**src/rtl/waterfall_writer.sv**
```systemverilog
`timescale 1ns/1ps
// Waterfall row writer: compresses a spectrum frame of magnitude bins to 8-bit pixels and writes one circular-buffer row per capture.
// Latency: one cycle from bin handshake to RAM write; head_row advances in the COMMIT cycle after the last column write.
// Backpressure: s_bin_ready is high only while capturing or draining; IDLE/PAD/COMMIT stall the stream. Option macro: WATERFALL_MAX_POOL_EN.
module waterfall_writer #(
    parameter int NUM_ROWS       = 180,
    parameter int NUM_COLS       = 640,
    parameter int BIN_W          = 16,
    parameter int SHIFT          = 4,
    parameter int FRAMES_PER_ROW = 1
) (
    input  logic             clk,
    input  logic             rst_n,
    input  logic [BIN_W-1:0] s_bin_data,
    input  logic             s_bin_valid,
    input  logic             s_bin_last,
    output logic             s_bin_ready,
    input  logic             vsync,
    output logic             wr_en,
    output logic [8:0]       wr_row,
    output logic [9:0]       wr_col,
    output logic [7:0]       wr_data,
    output logic [8:0]       head_row,
    output logic             overflow
);

    typedef enum logic [2:0] {
        IDLE    = 3'd0,
        CAPTURE = 3'd1,
        PAD     = 3'd2,
        DRAIN   = 3'd3,
        COMMIT  = 3'd4
    } state_t;

    localparam logic [9:0] COL_LAST  = 10'(NUM_COLS - 1);
    localparam logic [8:0] ROW_LAST  = 9'(NUM_ROWS - 1);
    localparam logic [3:0] FCNT_LAST = 4'(FRAMES_PER_ROW - 1);

    state_t           state, state_d;
    logic             vsync_q;
    logic             tick;
    logic [3:0]       frame_cnt, frame_cnt_d;
    logic [9:0]       col, col_d;
    logic             wr_en_d;
    logic [9:0]       wr_col_d;
    logic [7:0]       wr_data_d;
    logic [8:0]       wr_row_d;
    logic [8:0]       head_row_d;
    logic             overflow_d;
    logic [BIN_W-1:0] shifted;
    logic [7:0]       pix;
    logic [7:0]       col_pix;
    logic             take;
    logic             hs;

    // vsync is active-low: a frame starts on its falling edge
    assign tick        = vsync_q & ~vsync;
    assign shifted     = s_bin_data >> SHIFT;
    assign pix         = (shifted > BIN_W'(255)) ? 8'hFF : shifted[7:0];
    assign s_bin_ready = (state == CAPTURE) || (state == DRAIN);
    assign hs          = s_bin_valid & s_bin_ready;

`ifdef WATERFALL_MAX_POOL_EN
    // Pair state: phase=1 means the first bin of a column pair is held
    logic       phase, phase_d;
    logic [7:0] held, held_d;

    // Column is written on the second bin of a pair, or early on a lone last bin
    assign take    = phase | s_bin_last;
    assign col_pix = phase ? ((held > pix) ? held : pix) : pix;
`else
    assign take    = 1'b1;
    assign col_pix = pix;
`endif

    // State register
    always_ff @(posedge clk or negedge rst_n) begin
        if (!rst_n) begin
            state <= IDLE;
        end else begin
            state <= state_d;
        end
    end

    // Next-state and registered-output decode
    always_comb begin
        state_d     = state;
        frame_cnt_d = frame_cnt;
        col_d       = col;
        wr_en_d     = 1'b0;
        wr_col_d    = wr_col;
        wr_data_d   = wr_data;
        wr_row_d    = wr_row;
        head_row_d  = head_row;
        overflow_d  = overflow;
`ifdef WATERFALL_MAX_POOL_EN
        phase_d     = phase;
        held_d      = held;
`endif
        case (state)
            IDLE: begin
                // Ticks are only counted here, so a capture never restarts mid-row
                if (tick) begin
                    if (frame_cnt == FCNT_LAST) begin
                        frame_cnt_d = 4'd0;
                        col_d       = 10'd0;
                        state_d     = CAPTURE;
`ifdef WATERFALL_MAX_POOL_EN
                        phase_d     = 1'b0;
`endif
                    end else begin
                        frame_cnt_d = frame_cnt + 4'd1;
                    end
                end
            end
            CAPTURE: begin
                if (hs) begin
`ifdef WATERFALL_MAX_POOL_EN
                    phase_d = ~take;
                    if (!take) begin
                        held_d = pix;
                    end
`endif
                    if (take) begin
                        wr_en_d   = 1'b1;
                        wr_col_d  = col;
                        wr_data_d = col_pix;
                        if (s_bin_last) begin
                            state_d = (col == COL_LAST) ? COMMIT : PAD;
                        end else if (col == COL_LAST) begin
                            state_d = DRAIN;
                        end else begin
                            col_d = col + 10'd1;
                        end
                    end
                end
            end
            PAD: begin
                // Blank the remainder of a short row so stale pixels never show
                wr_en_d   = 1'b1;
                wr_col_d  = col + 10'd1;
                wr_data_d = 8'd0;
                col_d     = col + 10'd1;
                if (col + 10'd1 == COL_LAST) begin
                    state_d = COMMIT;
                end
            end
            DRAIN: begin
                if (hs) begin
                    overflow_d = 1'b1;
                    if (s_bin_last) begin
                        state_d = COMMIT;
                    end
                end
            end
            COMMIT: begin
                // wr_row only moves here, keeping it constant across a row
                head_row_d = wr_row;
                wr_row_d   = (wr_row == ROW_LAST) ? 9'd0 : wr_row + 9'd1;
                state_d    = IDLE;
            end
            default: begin
                state_d = IDLE;
            end
        endcase
    end

    // Datapath and output registers
    always_ff @(posedge clk or negedge rst_n) begin
        if (!rst_n) begin
            vsync_q   <= 1'b0;
            frame_cnt <= 4'd0;
            col       <= 10'd0;
            wr_en     <= 1'b0;
            wr_col    <= 10'd0;
            wr_data   <= 8'd0;
            wr_row    <= 9'd0;
            head_row  <= 9'd0;
            overflow  <= 1'b0;
`ifdef WATERFALL_MAX_POOL_EN
            phase     <= 1'b0;
            held      <= 8'd0;
`endif
        end else begin
            vsync_q   <= vsync;
            frame_cnt <= frame_cnt_d;
            col       <= col_d;
            wr_en     <= wr_en_d;
            wr_col    <= wr_col_d;
            wr_data   <= wr_data_d;
            wr_row    <= wr_row_d;
            head_row  <= head_row_d;
            overflow  <= overflow_d;
`ifdef WATERFALL_MAX_POOL_EN
            phase     <= phase_d;
            held      <= held_d;
`endif
        end
    end

endmodule

```
**config.mk**
```make
export PLATFORM = sky130hd
export DESIGN_NAME = waterfall_writer
export DESIGN_NICKNAME = d
export VERILOG_FILES = /design/src/rtl/waterfall_writer.sv
export SDC_FILE = /design/constraint.sdc
export NUM_CORES = 1
export LEC_CHECK = 0
export CAP_MARGIN = 30
export CORE_ASPECT_RATIO = 0.6
export CORE_MARGIN = 2
export CORE_UTILIZATION = 31
export CTS_CLUSTER_SIZE = 14
export DETAILED_ROUTE_END_ITERATION = 8
export SETUP_SLACK_MARGIN = 0.15
export SLEW_MARGIN = 20
export SYNTH_ARGS = -nofsm -noshare
export SYNTH_HDL_FRONTEND = slang
export SYNTH_SLANG_ARGS = --single-unit
export TNS_END_PERCENT = 30
```
**constraint.sdc**
```tcl
create_clock -name clk -period 2.1 [get_ports clk]
set_input_delay 0.42 -clock clk [delete_from_list [all_inputs] [get_ports clk]]
set_output_delay 0.42 -clock clk [all_outputs]
set_load 0.05 [all_outputs]
```
==> qor.yml, run 1 <==
outcome:
  status: "complete, no violations"
clock_network:
  hold_buffers: 0
  cts_root_buf: "clkbuf_16"
  cts.sinks: 56
  cts.clk_slew.worst_paths_ns: 0.07
  cts_tree: "yes"
  cts.htree.levels: 2
  insertion_delay_ns: 0.30
  numCtsBuffers: 5
  clk_path_buf_depth: 2
synthesis:
  synthSimpleGateAreaFrac: 0.213
  synth_fp_nets: 304
  synth_xor_xnor_area_share: 0.0404
  synth_flop_cell: "dfrtp_1"
  synth_edf_count: 0
  syn_area_per_cell_um2: 10.1
  synth_area_um2: 2820
  ys_types: 55
  yosysSeqAreaShare: 0.497
  synthMuxAreaShare: 0.0399
  synthArstFlopShare: 1.00
  synth_compound_area_frac: 0.148
  synth_top_family_by_area: "simple AND/OR/NAND/NOR gates"
  ys.warnings.count: 0
  ys_seq_elements: 56
  yosys.area_share.adder: 0.0222
  syn_inst: 278
drt:
  ant_nets: 0
  first_pass_iters: 4
  wl_per_cell_um: 15.0
  finalWirelength_mm: 6.88
  via_per_inst: 4.98
  drc: 0
  drtIter0Drc: 148
  dr_total_vias: 2279
worst_setup_path:
  crit_family: "buffers and inverters"
  path_buf_inv: 1
  crit_path_start_kind: "flip-flop"
  crit_path_cell_trace: "clkdlybuf4s50_1"
  end_kind: "output pin"
  cpMaxStageDelayCell: "clkdlybuf4s50_1"
  slowest_delay_ns: 0.83
  critPathArrivalTime_ns: 1.56
  crit_type: "reg -> out"
  cp_max_fo: 5
  worstPathRequired_ns: 1.68
grt:
  grt_pass1_vias: 2311
  grt_first_pass_wirelength_mm: 11.9
  gr-total-overflow: 0
  grt_max_degree: 31
  grt_usage: 0.152
  antenna_found_initial: 0
placed_design:
  placed_area_um2: 3600
  pre_cts_ws_ns: -0.116
  dp_hpwl_mm: 4.98
  routabilityCongestion: 0.821
  port_buffers: 55
die:
  die_w_um: 127
  chipHeight_um: 77.9
  start_util: 0.326
  rows: 26
  core_area_um2: 8650
  ios: 60
  die_area_um2: 9900
timing:
  fin_crit_sh: 0.943
  fmax_ghz: 0.505
  skew_ns: 0.00834
  finalSetupViolCount: 0
  drv_slew: 0
  hold_viol: 0
  rsz0062_at_grt: "true"
  tns_ns: 0
  worst_pin_slew_ns: 0.625
  slew_headroom: 0.583
  period_needed_ns: 1.98
  fin_ws_ns: 0.119
final_layout:
  design_area_um2: 3790
  nets: 371
  layout_commonest_cell: "dfrtp_1"
  fillCellCount: 849
  multi_input_area_um2: 1330
  insertedDiodeCount: 0
  area_delta_synth_final_pct: 34.3
  utilization: 0.438
  seqCellArea_um2: 1400
  drive_gt1_frac: 0.168
  layout.cells.most_common_list: "56 x dfrtp_1, 47 x clkdlybuf4s50_1, 30 x nand2_1, 22 x buf_4, 19 x nor2_1"
flow_run:
  max_cap_viol_count: 0
power_and_ir_drop:
  leakage_nw: 1.71
  power_density_nw_per_um2: 526
  max-vdd-ir-drop_mv: 0.345
worst_hold_path:
  hold_class: "in -> async"
[where the power goes]
| group | internal (W) | total, W | switching [W] | leakage, nW |
|---|---|---|---|---|
| Combinational | 0.0000342 | 0.0000679 | 0.0000337 | 0.921 |
| Sequential | 0.00108 | 0.00108 | 0.000000127 | 0.720 |
| Clock | 0.000446 | 0.000845 | 0.000399 | 0.0671 |
| Total | 0.00156 | 0.00199 | 0.000433 | 1.71 |
[metrics by stage]
| step | hold WS, ns | total power, W | std cells |
|---|---|---|---|
| finish | 0.137 | 0.00199 | 458 |
| global route | 0.181 | 0.00209 | 458 |
| CTS | 0.153 | 0.00202 | 457 |
| detailed placement | 0.480 | 0.00117 | 449 |
| global placement | 0.454 | 0.00117 | 449 |
| floorplan | 0.124 | 0.00111 | 278 |
[state kept, by name, indices dropped and copies added (netlist names)]
register / flops
wr_row: 9
overflow: 1
col: 10
vsync_q: 1
frame_cnt: 4
wr_col: 10
wr_data: 8
wr_en: 1
state: 3
head_row: 9
[layout make-up]
cell class,instances,area share
flip-flops and latches,56,0.370
multi-input cells,199,0.352
repair buffers,78,0.198
well taps,112,0.0370
clock buffers,6,0.0340
inverters,5,0.00496
clock inverters,2,0.00430
[routing by layer]
layer | vias to the layer above | track usage | share of wire
met1 | 1089 | 0.233 | 0.54
li1 | 1141 | - | -
met2 | 47 | 0.210 | 0.40
met3 | 2 | 0.0469 | 0.054
met5 | - | 0 | 0
met4 | 0 | 0.0231 | 0.0035
[synthesized netlist by cell type (2+ instances only)]
master	number	share of area
a21oi_1	13	0.023
a22o_1	2	0.0062
a22oi_1	3	0.0080
and2_1	6	0.013
and3_1	5	0.011
and4_1	2	0.0062
buf_2	6	0.011
buf_6	2	0.0080
clkbuf_1	9	0.012
dfrtp_1	56	0.50
ha_1	5	0.022
inv_1	5	0.0067
mux2_2	10	0.040
nand2_1	30	0.040
nand2b_1	3	0.0067
nand3_1	12	0.021
nand4_1	4	0.0089
nor2_1	20	0.027
nor2b_1	2	0.0044
nor3_1	11	0.020
nor3b_1	3	0.0080
nor3b_2	4	0.018
o21ai_0	17	0.030
o311ai_0	5	0.016
o31ai_1	2	0.0053
xnor2_1	8	0.025
xor2_1	5	0.016
[logic make-up after synthesis]
group	after synthesis
AOI/OAI and AO/OA	59
and+or+nand+nor	112
xor gates and xnor gates	13
adders and majority gates	5
muxes	10
DFF	56
buffers and inverters	23
[final timing paths]
check	startpoint	end	slack (ns)	cells past startpoint
max	wr_row[3]	wr_row[3]	0.12	1
min	rst_n	wr_row[6]	0.14	1
max reg2reg	col[0]	state[2]	0.21	6
min reg2reg	overflow	overflow	0.49	1
max in group asynchronous	rst_n	wr_col[8]	1.38	2
min in group clk	overflow	overflow	0.49	1
[repair_timing]
item | CTS | global route
setup buffers | 0 | 1
endpoints found under the hold margin | 0 | 0
resized for setup | 2 | 9
endpoints found under the setup margin | 9 | 21
pin swaps | 0 | 1
(Power assumes the default switching activity.)
==> run 2: changes to the inputs <==
--- a/config.mk
+++ b/config.mk
@@ -8,8 +8,8 @@
 export CAP_MARGIN = 30
 export CORE_ASPECT_RATIO = 0.6
-export CORE_MARGIN = 2
-export CORE_UTILIZATION = 31
+export CORE_UTILIZATION = 46
 export CTS_CLUSTER_SIZE = 14
 export DETAILED_ROUTE_END_ITERATION = 8
+export PLACE_DENSITY = 0.76
 export SETUP_SLACK_MARGIN = 0.15
 export SLEW_MARGIN = 20
==> constraint.sdc (replaced) <==
create_clock -name clk -period 2.1 [get_ports clk]
set_input_delay 0.42 -clock clk [delete_from_list [all_inputs] [get_ports clk]]
set_output_delay 0.42 -clock clk [all_outputs]
set_load 0.01 [all_outputs]
==> qor.yml, run 2 (synthesis gave the netlist of run 1 again) <==
outcome:
  status: "complete, no violations"  # unchanged
timing:
  finalSetupViolCount: 0  # unchanged
  fin_crit_sh: 0.914  # was 0.943
  period_needed_ns: 1.92  # was 1.98 ns
  drv_slew: 0  # unchanged
  fin_ws_ns: 0.180  # was 0.119 ns
  fin_hold_ws_ns: 0.0851  # was 0.137 ns
  skew_ns: 0.0105  # was 0.00834 ns
  slew_headroom: 0.704  # was 0.583
  worst_pin_slew_ns: 0.442  # was 0.625 ns
  hold_viol: 0  # unchanged
  tns_ns: 0  # unchanged
  rsz0062_at_grt: "true"  # unchanged
  fmax_ghz: 0.521  # was 0.505 GHz
drt:
  wl_met2_mm: 2.82  # was 2.76 mm
  via_per_inst: 5.49  # was 4.98
  first_pass_iters: 4  # unchanged
  top_layer_used: "met4"  # unchanged
  drtIter0Drc: 117  # was 148
  finalWirelength_mm: 6.68  # was 6.88 mm
  dr_total_vias: 2327  # was 2279
  drc: 0  # unchanged
  ant_nets: 0  # unchanged
  wl_per_cell_um: 15.8  # was 15.0 µm
  wl_met1_mm: 3.36  # was 3.73 mm
  wl_met3_um: 469  # was 370 µm
grt:
  antenna_found_initial: 0  # unchanged
  grt_max_degree: 57  # was 31
  grt_pass1_vias: 2227  # was 2311
  grt_usage: 0.227  # was 0.152
  gr-total-overflow: 0  # unchanged
  grt_first_pass_wirelength_mm: 11.3  # was 11.9 mm
die:
  die_area_um2: 6460  # was 9900 µm²
  chipHeight_um: 62.6  # was 77.9 µm
  start_util: 0.492  # was 0.326
  ios: 60  # unchanged
  die_w_um: 103  # was 127 µm
  rows: 21  # was 26
  core_area_um2: 5730  # was 8650 µm²
clock_network:
  insertion_delay_ns: 0.31  # was 0.30 ns
  cts_tree: "yes"  # unchanged
  hold_buffers: 0  # unchanged
  cts.clk_slew.worst_paths_ns: 0.10  # was 0.07 ns
  cts_root_buf: "clkbuf_8"  # was clkbuf_16
  cts.sinks: 56  # unchanged
  clk_path_buf_depth: 2  # unchanged
  cts.htree.levels: 2  # unchanged
  numCtsBuffers: 5  # unchanged
final_layout:
  fillCellCount: 509  # was 849
  insertedDiodeCount: 0  # unchanged
  layout_commonest_cell: "dfrtp_1"  # unchanged
  area_delta_synth_final_pct: 29.5  # was 34.3%
  reg.largest.list: "col (10), wr_col (10)"  # unchanged
  nets: 369  # was 371
  layout.cells.most_common_list: "54 x dfrtp_1, 53 x clkdlybuf4s50_1, 30 x nand2_1, 20 x nor2_1, 20 x buf_4"  # was 56 x dfrtp_1, 47 x clkdlybuf4s50_1, 30 x nand2_1, 22 x buf_4, 19 x nor2_1
  drive_gt1_frac: 0.166  # was 0.168
worst_setup_path:
  cp_max_fo: 9  # was 5
  crit_type: "reg -> reg"  # was reg -> out
  worstPathRequired_ns: 2.34  # was 1.68 ns
  end_kind: "flip-flop"  # was output pin
  critPathArrivalTime_ns: 2.16  # was 1.56 ns
  crit_path_start_kind: "flip-flop"  # unchanged
placed_design:
  pre_cts_ws_ns: -0.100  # was -0.116 ns
  routabilityCongestion: 0.832  # was 0.821
  dp_hpwl_mm: 4.73  # was 4.98 mm
  port_buffers: 55  # unchanged
power_and_ir_drop:
  p_total_w: 0.00176  # was 0.00199 W
  power_density_nw_per_um2: 483  # was 526 nW/µm²
  max-vdd-ir-drop_mv: 0.329  # was 0.345 mV
  leakage_nw: 1.59  # was 1.71 nW
flow_run:
  max_cap_viol_count: 0  # unchanged
worst_hold_path:
  hold_class: "in -> async"  # unchanged
==> run 2: cell types whose count changed in the layout (fill, tap and decap cells not counted), sizes merged <==
cell / previous run / this run
buf: 25 / 22
clkbuf: 6 / 7
clkdlybuf4s50: 47 / 53
clkinv: 1 / 0
dlygate4sd2: 2 / 1
dlymetal6s2s: 4 / 0
==> run 2: per-stage QoR <==
step                 util  std cells  cell area [µm²]
floorplan               -        278             2820
global placement    0.618        415             3540
detailed placement  0.618        415             3540
CTS                 0.636        424             3640
global route        0.637        424             3650
finish              0.637        424             3650
==> run 2: power by group <==
part | switching, W | internal, W
Clock | 0.000349 | 0.000269
Combinational | 0.0000313 | 0.0000332
Sequential | 0.000000278 | 0.00108
Total | 0.000381 | 0.00138
==> run 2: worst max-delay path, stage by stage (launching register included) <==
cell and delay, ns:
dfrtp_1 0.44, ha_2 0.21, and3_4 0.22, a311oi_4 0.33, nor2_2 0.08, or4b_1 0.48
nand3_1 0.09
==> run 2: metal layers <==
metal,GRT usage,up-vias
met5,0,-
met1,0.367,1123
met4,0.0317,0
met2,0.312,70
li1,-,1130
met3,0.0526,4
==> run 2: final cells by class <==
cell class / count / area (µm²) / share of cell area
clock inverters: 1 / 7.51 / 0.00206
inverters: 5 / 18.8 / 0.00514
clock buffers: 7 / 86.3 / 0.0237
flip-flops and latches: 56 / 1400 / 0.385
well taps: 80 / 100 / 0.0274
repair buffers: 76 / 714 / 0.196
multi-input cells: 199 / 1320 / 0.361
==> run 2: worst paths after layout <==
check	slack (ns)	startpoint	depth (start not counted)	end
min in group clk	0.48	overflow	1	overflow
worst min-delay path	0.09	rst_n	2	frame_cnt[3]
max in group asynchronous	1.75	rst_n	2	col[5]
worst max-delay path	0.18	col[0]	6	col[4]
worst min register to register	0.48	overflow	1	overflow
worst max register to register	0.18	col[0]	6	col[4]
==> run 2: what timing repair did <==
action / 4_1_cts / 5_1_grt
resized for setup: 4 / 2
pin swaps: 0 / 1
setup endpoints to repair: 2 / 12
setup buffers: 1 / 0
hold endpoints to repair: 0 / 0
gates cloned: 0 / 0
==> run 3: changes to the inputs <==
ABC_AREA = 0   (was default)
==> results of run 3 <==
Same layout as run 2: the final DEF is identical, and so are final timing and power.
